## config.mk

```make
export PLATFORM = sky130hd
export DESIGN_NAME = paddle_input_conditioner_flat
export DESIGN_NICKNAME = d
export VERILOG_FILES = /design/src/rtl/paddle_input_conditioner_if.sv /design/src/rtl/paddle_input_conditioner.sv /design/src/flat_wrapper.sv
export SDC_FILE = /design/constraint.sdc
export NUM_CORES = 1
export LEC_CHECK = 0
export CAP_MARGIN = 20
export CORE_UTILIZATION = 67
export CTS_BUF_LIST = sky130_fd_sc_hd__clkbuf_2
export DETAILED_ROUTE_END_ITERATION = 7
export PLACE_DENSITY = 0.89
export SETUP_SLACK_MARGIN = 0.4
export SLEW_MARGIN = 25
export SYNTH_ARGS = -nofsm -noshare
export SYNTH_HDL_FRONTEND = slang
export SYNTH_SLANG_ARGS = --single-unit
export TNS_END_PERCENT = 100
```

## constraint.sdc

```tcl
create_clock -name ClkPort -period 4.1 [get_ports ClkPort]
set_input_delay 0.82 -clock ClkPort [delete_from_list [all_inputs] [get_ports ClkPort]]
set_output_delay 0.82 -clock ClkPort [all_outputs]
set_load 0.005 [all_outputs]
```

## src/rtl/paddle_input_conditioner_if.sv

```systemverilog
// Bundle of the raw pad inputs and the conditioned per-channel outputs
// of the paddle input conditioner. The conditioner sits on the slave side;
// whoever drives the raw pads and consumes the clean events is the master.
interface paddle_input_conditioner_if #(
    parameter int N_CH = 4
);
    logic [N_CH-1:0] btn_raw;
    logic [N_CH-1:0] btn_level;
    logic [N_CH-1:0] btn_press;
    logic [N_CH-1:0] btn_release;
    logic [N_CH-1:0] btn_repeat;
    logic            sample_tick;

    modport master (
        output btn_raw,
        input  btn_level,
        input  btn_press,
        input  btn_release,
        input  btn_repeat,
        input  sample_tick
    );

    modport slave (
        input  btn_raw,
        output btn_level,
        output btn_press,
        output btn_release,
        output btn_repeat,
        output sample_tick
    );
endinterface

```

## src/rtl/paddle_input_conditioner.sv

```systemverilog
// Paddle input conditioner: synchronises the asynchronous pong controls,
// debounces them on a slow shared sample tick and produces per channel a
// clean level, press/release pulses and optional auto-repeat pulses.
// Every output is a flop; events appear the cycle after the deciding tick.
module paddle_input_conditioner #(
    parameter int N_CH         = 4,
    parameter int SYNC_STAGES  = 2,
    parameter int TICK_DIV     = 65536,
    parameter int DB_COUNT     = 16,
    parameter bit REPEAT_EN    = 1'b1,
    parameter int REPEAT_DELAY = 40,
    parameter int REPEAT_RATE  = 8
) (
    input  logic ClkPort,
    input  logic Reset_n,
    paddle_input_conditioner_if.slave bus
);

    localparam int TICK_W = (TICK_DIV > 2) ? $clog2(TICK_DIV) : 1;
    localparam int CNT_W  = $clog2(DB_COUNT + 1);
    localparam int RPT_W  = $clog2(REPEAT_DELAY + 1);

    localparam logic [TICK_W-1:0] TICK_LAST  = TICK_W'(TICK_DIV - 1);
    localparam logic [TICK_W-1:0] TICK_ONE   = TICK_W'(1);
    localparam logic [CNT_W-1:0]  CNT_ZERO   = CNT_W'(0);
    localparam logic [CNT_W-1:0]  CNT_ONE    = CNT_W'(1);
    localparam logic [CNT_W-1:0]  CNT_LAST   = CNT_W'(DB_COUNT);
    localparam logic [RPT_W-1:0]  RPT_ZERO   = RPT_W'(0);
    localparam logic [RPT_W-1:0]  RPT_ONE    = RPT_W'(1);
    localparam logic [RPT_W-1:0]  RPT_FIRE   = RPT_W'(REPEAT_DELAY);
    localparam logic [RPT_W-1:0]  RPT_RELOAD = RPT_W'(REPEAT_DELAY - REPEAT_RATE);

    // LOW/PEND_HI report level 0, HIGH/PEND_LO report level 1.
    typedef enum logic [1:0] {
        ST_LOW     = 2'd0,
        ST_PEND_HI = 2'd1,
        ST_HIGH    = 2'd2,
        ST_PEND_LO = 2'd3
    } state_e;

    // ------------------------------------------------------------------
    // Synchroniser chain (only the last stage feeds the debouncers)
    // ------------------------------------------------------------------
    logic [N_CH-1:0] sync_q [SYNC_STAGES];
    logic [N_CH-1:0] sync_d [SYNC_STAGES];
    logic [N_CH-1:0] s_s;

    // Shift the raw pads one stage deeper every clock.
    always_comb begin
        sync_d[0] = bus.btn_raw;
        for (int i = 1; i < SYNC_STAGES; i++) begin
            sync_d[i] = sync_q[i-1];
        end
    end

    // Synchroniser flops, cleared on reset.
    always_ff @(posedge ClkPort or negedge Reset_n) begin
        if (!Reset_n) begin
            for (int i = 0; i < SYNC_STAGES; i++) begin
                sync_q[i] <= {N_CH{1'b0}};
            end
        end else begin
            for (int i = 0; i < SYNC_STAGES; i++) begin
                sync_q[i] <= sync_d[i];
            end
        end
    end

    assign s_s = sync_q[SYNC_STAGES-1];

    // ------------------------------------------------------------------
    // Shared sample-tick prescaler
    // ------------------------------------------------------------------
    logic [TICK_W-1:0] tick_cnt_q;
    logic [TICK_W-1:0] tick_cnt_d;
    logic              tick_s;
    logic              sample_tick_q;
    logic              sample_tick_d;

    // Count 0..TICK_DIV-1 and flag the last count as the sample tick.
    always_comb begin
        tick_s        = (tick_cnt_q == TICK_LAST);
        sample_tick_d = tick_s;
        if (tick_s) begin
            tick_cnt_d = {TICK_W{1'b0}};
        end else begin
            tick_cnt_d = tick_cnt_q + TICK_ONE;
        end
    end

    // Prescaler counter and registered tick output.
    always_ff @(posedge ClkPort or negedge Reset_n) begin
        if (!Reset_n) begin
            tick_cnt_q    <= {TICK_W{1'b0}};
            sample_tick_q <= 1'b0;
        end else begin
            tick_cnt_q    <= tick_cnt_d;
            sample_tick_q <= sample_tick_d;
        end
    end

    // ------------------------------------------------------------------
    // Per-channel debounce FSM with auto-repeat
    // ------------------------------------------------------------------
    state_e          state_q [N_CH];
    state_e          state_d [N_CH];
    logic [CNT_W-1:0] cnt_q  [N_CH];
    logic [CNT_W-1:0] cnt_d  [N_CH];
    logic [RPT_W-1:0] rpt_q  [N_CH];
    logic [RPT_W-1:0] rpt_d  [N_CH];

    logic [N_CH-1:0] level_q;
    logic [N_CH-1:0] level_d;
    logic [N_CH-1:0] press_q;
    logic [N_CH-1:0] press_d;
    logic [N_CH-1:0] release_q;
    logic [N_CH-1:0] release_d;
    logic [N_CH-1:0] repeat_q;
    logic [N_CH-1:0] repeat_d;

    // State register: FSM state, sample counters, repeat counters, outputs.
    always_ff @(posedge ClkPort or negedge Reset_n) begin
        if (!Reset_n) begin
            for (int ch = 0; ch < N_CH; ch++) begin
                state_q[ch] <= ST_LOW;
                cnt_q[ch]   <= CNT_ZERO;
                rpt_q[ch]   <= RPT_ZERO;
            end
            level_q   <= {N_CH{1'b0}};
            press_q   <= {N_CH{1'b0}};
            release_q <= {N_CH{1'b0}};
            repeat_q  <= {N_CH{1'b0}};
        end else begin
            for (int ch = 0; ch < N_CH; ch++) begin
                state_q[ch] <= state_d[ch];
                cnt_q[ch]   <= cnt_d[ch];
                rpt_q[ch]   <= rpt_d[ch];
            end
            level_q   <= level_d;
            press_q   <= press_d;
            release_q <= release_d;
            repeat_q  <= repeat_d;
        end
    end

    // Next state: count consecutive opposite samples, flip after DB_COUNT.
    always_comb begin
        for (int ch = 0; ch < N_CH; ch++) begin
            state_d[ch] = state_q[ch];
            cnt_d[ch]   = cnt_q[ch];
            if (tick_s) begin
                case (state_q[ch])
                    ST_LOW: begin
                        if (s_s[ch]) begin
                            state_d[ch] = ST_PEND_HI;
                            cnt_d[ch]   = CNT_ONE;
                        end else begin
                            state_d[ch] = ST_LOW;
                            cnt_d[ch]   = CNT_ZERO;
                        end
                    end
                    ST_PEND_HI: begin
                        if (s_s[ch]) begin
                            if ((cnt_q[ch] + CNT_ONE) == CNT_LAST) begin
                                state_d[ch] = ST_HIGH;
                                cnt_d[ch]   = CNT_ZERO;
                            end else begin
                                state_d[ch] = ST_PEND_HI;
                                cnt_d[ch]   = cnt_q[ch] + CNT_ONE;
                            end
                        end else begin
                            state_d[ch] = ST_LOW;
                            cnt_d[ch]   = CNT_ZERO;
                        end
                    end
                    ST_HIGH: begin
                        if (!s_s[ch]) begin
                            state_d[ch] = ST_PEND_LO;
                            cnt_d[ch]   = CNT_ONE;
                        end else begin
                            state_d[ch] = ST_HIGH;
                            cnt_d[ch]   = CNT_ZERO;
                        end
                    end
                    ST_PEND_LO: begin
                        if (!s_s[ch]) begin
                            if ((cnt_q[ch] + CNT_ONE) == CNT_LAST) begin
                                state_d[ch] = ST_LOW;
                                cnt_d[ch]   = CNT_ZERO;
                            end else begin
                                state_d[ch] = ST_PEND_LO;
                                cnt_d[ch]   = cnt_q[ch] + CNT_ONE;
                            end
                        end else begin
                            state_d[ch] = ST_HIGH;
                            cnt_d[ch]   = CNT_ZERO;
                        end
                    end
                    default: begin
                        state_d[ch] = ST_LOW;
                        cnt_d[ch]   = CNT_ZERO;
                    end
                endcase
            end else begin
                state_d[ch] = state_q[ch];
                cnt_d[ch]   = cnt_q[ch];
            end
        end
    end

    // Outputs and repeat timer: the release transition wins over a repeat
    // in the same tick, and the press tick never advances the timer.
    always_comb begin
        for (int ch = 0; ch < N_CH; ch++) begin
            press_d[ch]   = 1'b0;
            release_d[ch] = 1'b0;
            repeat_d[ch]  = 1'b0;
            rpt_d[ch]     = rpt_q[ch];
            level_d[ch]   = (state_d[ch] == ST_HIGH) || (state_d[ch] == ST_PEND_LO);
            if (tick_s) begin
                if ((state_q[ch] == ST_PEND_HI) && (state_d[ch] == ST_HIGH)) begin
                    press_d[ch] = 1'b1;
                    rpt_d[ch]   = RPT_ZERO;
                end else if ((state_q[ch] == ST_PEND_LO) && (state_d[ch] == ST_LOW)) begin
                    release_d[ch] = 1'b1;
                    rpt_d[ch]     = RPT_ZERO;
                end else if ((state_q[ch] == ST_HIGH) || (state_q[ch] == ST_PEND_LO)) begin
                    if ((rpt_q[ch] + RPT_ONE) == RPT_FIRE) begin
                        repeat_d[ch] = REPEAT_EN;
                        rpt_d[ch]    = RPT_RELOAD;
                    end else begin
                        rpt_d[ch]    = rpt_q[ch] + RPT_ONE;
                    end
                end else begin
                    rpt_d[ch] = rpt_q[ch];
                end
            end else begin
                rpt_d[ch] = rpt_q[ch];
            end
        end
    end

    assign bus.btn_level   = level_q;
    assign bus.btn_press   = press_q;
    assign bus.btn_release = release_q;
    assign bus.btn_repeat  = repeat_q;
    assign bus.sample_tick = sample_tick_q;

endmodule

```

## src/flat_wrapper.sv

```systemverilog
// flat-port wrapper written by rule: the top's interface ports become plain ports
module paddle_input_conditioner_flat 
#(
    parameter int N_CH         = 4,
    parameter int SYNC_STAGES  = 2,
    parameter int TICK_DIV     = 65536,
    parameter int DB_COUNT     = 16,
    parameter bit REPEAT_EN    = 1'b1,
    parameter int REPEAT_DELAY = 40,
    parameter int REPEAT_RATE  = 8
)
  (ClkPort, Reset_n, bus_btn_raw, bus_btn_level, bus_btn_press, bus_btn_release, bus_btn_repeat, bus_sample_tick);
  paddle_input_conditioner_if #(.N_CH(N_CH)) bus_i ();
  input  logic ClkPort;
  input  logic Reset_n;
  input wire logic [$bits(bus_i.btn_raw)-1:0] bus_btn_raw;
  output wire logic [$bits(bus_i.btn_level)-1:0] bus_btn_level;
  output wire logic [$bits(bus_i.btn_press)-1:0] bus_btn_press;
  output wire logic [$bits(bus_i.btn_release)-1:0] bus_btn_release;
  output wire logic [$bits(bus_i.btn_repeat)-1:0] bus_btn_repeat;
  output wire logic [$bits(bus_i.sample_tick)-1:0] bus_sample_tick;
  assign bus_i.btn_raw = bus_btn_raw;
  assign bus_btn_level = bus_i.btn_level;
  assign bus_btn_press = bus_i.btn_press;
  assign bus_btn_release = bus_i.btn_release;
  assign bus_btn_repeat = bus_i.btn_repeat;
  assign bus_sample_tick = bus_i.sample_tick;
  paddle_input_conditioner #(.N_CH(N_CH), .SYNC_STAGES(SYNC_STAGES), .TICK_DIV(TICK_DIV), .DB_COUNT(DB_COUNT), .REPEAT_EN(REPEAT_EN), .REPEAT_DELAY(REPEAT_DELAY), .REPEAT_RATE(REPEAT_RATE)) u_core (.ClkPort(ClkPort), .Reset_n(Reset_n), .bus(bus_i));
endmodule
```

==> out/metrics.sh, run 1 <==
ANTENNA_VIOLATIONS_BEFORE_REPAIR=0
PROPORTION_OF_SYNTHESIZED_CHIP_AREA_IN_SEQUENTIAL_CELLS_PCT=48.83
RELSLEWSLACK_PCT=45.14
AVGROUTEDWIREPERCELL_UM=16.32
LARGEST_NET_DEGREE_AT_THE_START_OF_GLOBAL_ROUTING=68
FINAL-HOLD-VIOLATION-COUNT=0
VIAS=3939
SYNTH_MUX_AREA_SHARE_PCT=3.150
CTS_HOLD_REPAIR.BUFFERS=0
SLEW_VIOLATIONS=0
POSTROUTEWIRELENGTH_UM=9971
WORST_R2R_ENDPOINT='u_core.rpt_q[14]'
RSZ_0062_RAISED_AFTER_GLOBAL_ROUTING='false'
NETLIST.AREA_LEADER.SHARE_PCT=48.83
WORSTMARGINPINSLEW_NS=0.8229
HOLD_PATH_CLASS='in -> async'
CP.BUFFERS_INVERTERS=1
GLOBAL_ROUTE_WIRE_LENGTH_BEFORE_REPAIR_UM=16990
FLOORPLAN.ROWS=30
FINAL_LAYOUT_SIZE_SUFFIX_GT1_SHARE_PCT=6.990
CORE_UM2=6832
DP.FINAL_HPWL_UM=6719
GRT_UTIL_ALL_LAYERS_PCT=29.12
SYNTH_ASYNC_SR_FLOP_SHARE_PCT=100.0
SYNTH-EDFF-COUNT=0
SYN_AREA_PER_CELL_UM2=9.667
SETUP-VIOLATIONS-FINAL=0
LAYOUT.CELLS.MOST_COMMON='dfrtp_1'
CTS.SINK_COUNT=93
R2R_SETUP_SLACK_NS=1.34
AREA_GROWTH_PCT=8.007
HTREE_NUM_LEVELS=3
HOLD-WORST-SLACK_NS=0.3366
SYNTHDISTINCTLIBCELLS=57
POST_SYNTHESIS_SHARE_OF_CELL_AREA_SPENT_ON_FULL_ADDERS_HALF_ADDERS_AND_MAJORITY_GATES_PCT=2.363
POWER.STATIC_LEAKAGE_uW=0.002210
FIRST_GLOBAL_VIAS=3644
CTS-ROOT-BUF='clkbuf_2'
MAPPEDNETLISTNETS=508
POWER_DENSITY_nW_PER_UM2=270.4
WORST_PATH_LARGEST_CELL_DELAY_NS=0.49
SYNTH-COMPOUND-AREA-SHARE_PCT=17.12
WORST_SETUP_PATH_STARTPOINT='u_core.tick_cnt_q[0]'
NNETSFINAL=525
PERIOD_NEEDED_NS=2.758
STARTING_DENSITY_OF_THE_CORE_PCT=69.76
FIRST_PASS_ITERATION_COUNT_OF_THE_DETAILED_ROUTER=5
NETLIST.TOP_CELL.BY_AREA='dfrtp_1'
RR_WORST_DEPTH=7
POST_SYNTH_INST_COUNT=493
PATH_CLASS='reg -> reg'
INITIALDRTVIOLATIONCOUNT=341
WORSTPATHCELLLIST='ha_1 > nand2_1 > nor3_4 > nand2_2 > inv_2 > o21ai_1 > a22o_1'
WORST_SETUP_PATH_START_KIND='flip-flop'
CRITICAL_PATH_PEAK_FANOUT=26
DOMINANT_COMBINATIONAL_CELL_FAMILY_BY_AREA_AFTER_SYNTHESIS='simple AND/OR/NAND/NOR gates'
INSERTEDDIODECOUNT=0
MASTER_OF_THE_SLOWEST_INSTANCE_ON_THE_CRITICAL_PATH='inv_2'
FMAX_MHz=362.6
ARRIVAL_TIME_OF_DATA_AT_THE_CRITICAL_PATH_ENDPOINT_NS=3.21
SYNTH.TOP_CELLS.BY_AREA='dfrtp_1 (49%), o21ai_0 (5.4%), nand2_1 (4.7%), nand3_1 (3.2%), xor2_1 (2.6%)'
CLK_PIN_SLEW_NS=0.23
TIMING.CRITICAL_PATH.TO='u_core.rpt_q[14]'
PORT_BUFFERS=22
REGTOREGSTARTPOINT='u_core.tick_cnt_q[0]'
YS_FF_LATCH=93
GLOBALROUTEOVERFLOWTOTAL=0
POSTSYNTH.TOPFLOPCELL='dfrtp_1'
SYNTH_SIMPLE_GATE_AREA_SHARE_PCT=23.31
FINALWEIGHTEDCONGESTION=0.8933
POST-ROUTE-DRC-COUNT=0
SYNTH_XOR_XNOR_AREA_SHARE_PCT=3.124
FIN_WORST_SKEW_NS=0.02233
DIE_WIDTH_UM=86.34
DESIGN.DIE.AREA_UM2=7455
WORSTPATHREQUIRED_NS=4.55
POWER.IR.VDD_WORST_uV=211.7
POST_CTS.REPAIR.SETUP_BUFFERS=0
TRITONCTS_BUFFERS=9
WORSTSKEWPAIRLATENCY_NS=0.55
TRITONCTS_CLOCK_TREE='yes'
POSTCTSRESIZEDCELLS=0
SETUP.WORST_PATH.END_CLASS='flip-flop'
MOST-COMMON-LAYOUT-CELLS='dfrtp_1 (93), nand2_1 (60), o21ai_0 (51), nand3_1 (30), nor2_1 (29)'
VIA_PER_INST=6.447
SYNTH.CELL_AREA_UM2=4766
YS.WARNINGS.COUNT=0
ANTENNA_LEFT=0
CLK_PATH_BUF_DEPTH=2
MAX_CAP_VIOLATIONS=0
OUTCOME='finished clean'
POST-ROUTE-PERIOD-UTIL_PCT=67.26
CRITICAL_PATH.TOP_DELAY_FAMILY='simple AND/OR/NAND/NOR gates'
FIN_TNS_SETUP_NS=0
TOP_LEVEL_I_O_COUNT=23
WP_DEPTH=7
DIE_HEIGHT_UM=86.34
## sequential cells by signal, indices dropped and copies added (netlist names)
signal                  flops
u_core.rpt_q               24
u_core.cnt_q               20
u_core.tick_cnt_q          16
u_core.state_q              8
u_core.bus.btn_level        4
u_core.bus.btn_press        4
u_core.bus.btn_release      4
u_core.bus.btn_repeat       4
u_core.s_s                  4
u_core.sync_d               4
u_core.bus.sample_tick      1
## cell usage after synthesis (3+ instances only)
cell type  count
dfrtp_1       93
nand2_1       60
o21ai_0       51
nand3_1       30
nor2_1        29
a21oi_1       21
xor2_1        14
nand4_1       13
and3_1        12
clkbuf_1      12
nand2b_1      12
a31oi_1       10
ha_1           9
mux2_2         8
nor3_1         8
a22o_1         7
and2_1         7
nor2b_1        7
nor3b_1        7
o211ai_1       7
mux2i_1        6
a22oi_1        5
buf_2          5
inv_1          5
a41oi_1        4
and4_1         4
nand4b_1       3
o22ai_1        3
xnor2_1        3
## metal layers
metal / vias to the layer above / global-route usage, % / part of all wire [%]
met2: 140 / 46.39 / 48
met4: 0 / 15.00 / 2.8
met1: 1918 / 39.50 / 45
met5: - / 0 / 0
met3: 25 / 3.810 / 4.8
li1: 1856 / - / -
## report_power, final
| group | internal, µW | switching [µW] |
|---|---|---|
| clock | 142 | 296 |
| sequential | 923 | 4.20 |
| combinational | 5.98 | 21.1 |
## layout make-up
class	instances	area [µm²]
Fill cell	472	1684
Clock buffer	11	55.05
Tap cell	96	120.1
Sequential cell	93	2327
Timing Repair Buffer	24	232.7
Inverter	6	22.52
Multi-Input combinational cell	376	2338
Clock inverter	5	51.30
## logic make-up after synthesis
logic type | Yosys count
AOI/OAI and AO/OA | 131
adders and majority gates | 9
buffers and inverters | 24
muxes | 14
xor gates and xnor gates | 17
and+or+nand+nor | 205
DFF | 93
## how the worst min path moves through the flow
stage                                start                      end  cells past startpoint
after global placement    u_core.sync_d[2]            u_core.s_s[2]                      0
after floorplan           u_core.sync_d[0]            u_core.s_s[0]                      0
after detailed placement  u_core.sync_d[3]            u_core.s_s[3]                      0
final                              Reset_n         u_core.cnt_q[16]                      1
after CTS                          Reset_n  u_core.bus.btn_level[2]                      1
after global routing               Reset_n        u_core.state_q[2]                      1
## stage by stage
| stage | std cells | setup WS, ns | utilization [%] | area, µm² | total power (µW) |
|---|---|---|---|---|---|
| after floorplan | 493 | 2.284 | - | 4766 | 946.1 |
| after global placement | 595 | 1.549 | 73.79 | 5041 | 969.9 |
| after detailed placement | 595 | 1.429 | 73.79 | 5041 | 970.9 |
| after CTS | 611 | 1.360 | 75.35 | 5147 | 1398 |
| after global routing | 611 | 1.092 | 75.35 | 5147 | 1440 |
| final | 611 | 1.342 | 75.35 | 5147 | 1392 |
No activity file was read; power rests on OpenSTA's default activity.
==> run 2: changes to the inputs <==
--- a/config.mk
+++ b/config.mk
@@ -6,10 +6,10 @@
 export NUM_CORES = 1
 export LEC_CHECK = 0
 export CAP_MARGIN = 20
-export CORE_UTILIZATION = 67
+export CORE_UTILIZATION = 56
 export CTS_BUF_LIST = sky130_fd_sc_hd__clkbuf_2
 export DETAILED_ROUTE_END_ITERATION = 7
-export PLACE_DENSITY = 0.89
+export PLACE_DENSITY = 0.8
 export SETUP_SLACK_MARGIN = 0.4
 export SLEW_MARGIN = 25
 export SYNTH_ARGS = -nofsm -noshare
==> constraint.sdc (replaced) <==
create_clock -name ClkPort -period 2.4 [get_ports ClkPort]
set_input_delay 0.48 -clock ClkPort [delete_from_list [all_inputs] [get_ports ClkPort]]
set_output_delay 0.48 -clock ClkPort [all_outputs]
set_load 0.005 [all_outputs]
==> run 2 against run 1 <==
Against the previous run: wire length grew 4.9%; final area grew 5.9%; non-clock buffer count grew 21; critical path depth is 1 lower; clock-buffer cell count fell by 1; critical path type unchanged; critical endpoint is now u_core.rpt_q[0].
==> out/metrics.sh, run 2 (same netlist as run 1, synthesis figures left out) <==
OUTCOME='finished clean'
FINAL-HOLD-VIOLATION-COUNT=0  # unchanged
AVGROUTEDWIREPERCELL_UM=16.32  # about the same
PORT_BUFFERS=22  # unchanged
TRITONCTS_BUFFERS=9  # unchanged
VIAS=4052  # +2.9%
VIA_PER_INST=6.321  # -1.9%
MAX_FLOP_REGISTER='u_core.rpt_q'
NNETSFINAL=547  # +4.2%
RELSLEWSLACK_PCT=69.67  # +25 points
FF_LATCH_AREA_UM2=2333  # +0.27%
LARGESTREGISTERS='u_core.rpt_q x24, u_core.cnt_q x20, u_core.tick_cnt_q x16'
MULTI_INPUT_COMB_AREA_UM2=2420  # +3.5%
ANTENNA_VIOLATIONS_BEFORE_REPAIR=0  # unchanged
SETUP-VIOLATIONS-FINAL=0  # unchanged
ARRIVAL_TIME_OF_DATA_AT_THE_CRITICAL_PATH_ENDPOINT_NS=2.43  # -0.78 ns
POST-ROUTE-PERIOD-UTIL_PCT=83.33  # +16 points
LARGEST_NET_DEGREE_AT_THE_START_OF_GLOBAL_ROUTING=39  # -43%
POWER.STATIC_LEAKAGE_uW=0.002388  # +8.1%
WORSTSKEWPAIRLATENCY_NS=0.55  # about the same
POWER.IR.VDD_WORST_uV=247.2  # +17%
HOLD_PATH_DEPTH=1
GLOBALROUTEOVERFLOWTOTAL=0  # unchanged
FINAL_LAYOUT_SIZE_SUFFIX_GT1_SHARE_PCT=12.87  # +5.9 points
HTREE_NUM_LEVELS=3  # unchanged
INSERTEDDIODECOUNT=0  # unchanged
WORST_SETUP_PATH_START_KIND='flip-flop'
FIRST_PASS_ITERATION_COUNT_OF_THE_DETAILED_ROUTER=5  # unchanged
WORSTMARGINPINSLEW_NS=0.4423  # -0.3806 ns
LAYOUT.CELLS.MOST_COMMON='dfrtp_1'
PATH_CLASS='reg -> reg'
SETUP.WORST_PATH.END_CLASS='flip-flop'
FIN_WORST_SKEW_NS=0.02754  # +0.005204 ns
CTS-ROOT-BUF='clkbuf_2'
FLOORPLAN.ROWS=33  # +10%
MAX_CAP_VIOLATIONS=0  # unchanged
TRITONCTS_CLOCK_TREE='yes'
POWER_DENSITY_nW_PER_UM2=455.0  # +68%
FIN_TNS_SETUP_NS=0  # unchanged
GRT_UTIL_ALL_LAYERS_PCT=24.73  # -4.4 points
WORSTPATHREQUIRED_NS=2.83  # -1.72 ns
MOST-COMMON-LAYOUT-CELLS='dfrtp_1 (88), nand2_1 (60), o21ai_0 (48), nand3_1 (30), nor2_1 (28)'
DP.FINAL_HPWL_UM=6620  # -1.5%
TOP_LEVEL_I_O_COUNT=23  # unchanged
DESIGN.DIE.AREA_UM2=8883  # +19%
FINALWEIGHTEDCONGESTION=0.8705  # -2.6%
NUM-FILL-CELLS=646  # +37%
CTS.SINK_COUNT=93  # unchanged
AREA_GROWTH_PCT=14.41
POST-ROUTE-DRC-COUNT=0  # unchanged
RR_WORST_DEPTH=6  # -1
STARTING_DENSITY_OF_THE_CORE_PCT=58.00  # -12 points
RSZ_0062_RAISED_AFTER_GLOBAL_ROUTING='true'
SLEW_VIOLATIONS=0  # unchanged
CLK_PIN_SLEW_NS=0.24  # about the same
CRITICAL_PATH_PEAK_FANOUT=7  # -73%
HOLD_PATH_CLASS='in -> reg'
CORE_UM2=8217  # +20%
FMAX_MHz=500.0  # +38%
POST-PLACE-CELLS=611  # +2.7%
DIE_WIDTH_UM=94.25  # +9.2%
POSTROUTEWIRELENGTH_UM=10460  # +4.9%
FIRST_GLOBAL_VIAS=3622  # -0.60%
DIE_HEIGHT_UM=94.25  # +9.2%
FINALNONFILLERCELLS=641  # +4.9%
WORSTPATHCELLLIST='ha_4 > nand4_1 > or4_4 > buf_6 > o221ai_1 > o31ai_1'
WORST_PATH_LARGEST_CELL_DELAY_NS=0.68  # +0.19 ns
NUMBER_OF_FLIP_FLOPS_IN_THE_LARGEST_REGISTER=24  # unchanged
PERIOD_NEEDED_NS=2.000  # -0.7580 ns
ANTENNA_LEFT=0  # unchanged
CLK_PATH_BUF_DEPTH=2  # unchanged
GLOBAL_ROUTE_WIRE_LENGTH_BEFORE_REPAIR_UM=17260  # +1.6%
MASTER_OF_THE_SLOWEST_INSTANCE_ON_THE_CRITICAL_PATH='or4_4'
INITIALDRTVIOLATIONCOUNT=234  # -31%
[run 2: power by group]
part	switching, µW	total (µW)	internal [µW]	leakage (µW)
clock network	507	845	338	0.0000754
registers	7.21	1580	1580	0.00126
logic	37.5	52.5	15.0	0.00105
total	551	2480	1930	0.00239
[run 2: worst max-delay path, delay by kind of cell, from the launching register on]
kind                     cells  cell delay (ns)
AO/OA/AOI/OAI                2             0.26
adder cells (fa/ha/maj)      1             0.18
buffers and inverters        1             0.17
flip-flops                   1             0.46
AND/OR/NAND/NOR              2             0.83
[run 2: layer usage]
| metal | GRT usage [%] | wire, µm | vias up |
|---|---|---|---|
| li1 | - | - | 1901 |
| met1 | 35.68 | 4725 | 2009 |
| met2 | 37.80 | 5057 | 128 |
| met3 | 3.398 | 537 | 14 |
| met4 | 9.231 | 142 | 0 |
| met5 | 0 | 0 | - |
[run 2: final cells by class]
type	instances	share of cell area (%)
multi-input combinational	377	44.38
sequential	93	42.79
timing repair buffer	45	7.595
tap	105	2.409
clock inverter	5	1.400
clock buffer	10	0.9179
inverter	6	0.5048
[run 2: worst paths after layout]
kind                                    end                 start  slack [ns]
max                         u_core.rpt_q[0]  u_core.tick_cnt_q[0]        0.40
min                        u_core.sync_d[0]        bus_btn_raw[0]        0.32
max reg2reg                 u_core.rpt_q[0]  u_core.tick_cnt_q[0]        0.40
min reg2reg                   u_core.s_s[1]      u_core.sync_d[1]        0.38
max in group asynchronous  u_core.rpt_q[11]               Reset_n        1.35
min in group asynchronous  u_core.cnt_q[18]               Reset_n        0.38
[run 2: timing repair]
| action | 4_1_cts | 5_1_grt |
|---|---|---|
| resized for setup | 1 | 26 |
| hold endpoints to repair | 33 | 0 |
| pin swaps | 0 | 6 |
| cloned | 1 | 0 |
| setup endpoints to repair | 11 | 41 |
| hold buffers | 1 | 0 |
| setup buffers | 4 | 9 |
[run 2: metrics by stage]
step	worst slack (ns)	util [%]	power, µW	hold WS (ns)	area (µm²)
3_5_place_dp	0.2850	62.28	1663	0.3363	5117
2_1_floorplan	0.5845	-	1616	0.1844	4766
6_report	0.4001	66.36	2481	0.3247	5453
4_1_cts	0.4102	64.44	2504	0.2925	5295
3_3_place_gp	0.3509	62.28	1662	0.3327	5117
5_1_grt	0.3245	66.36	2580	0.2694	5453
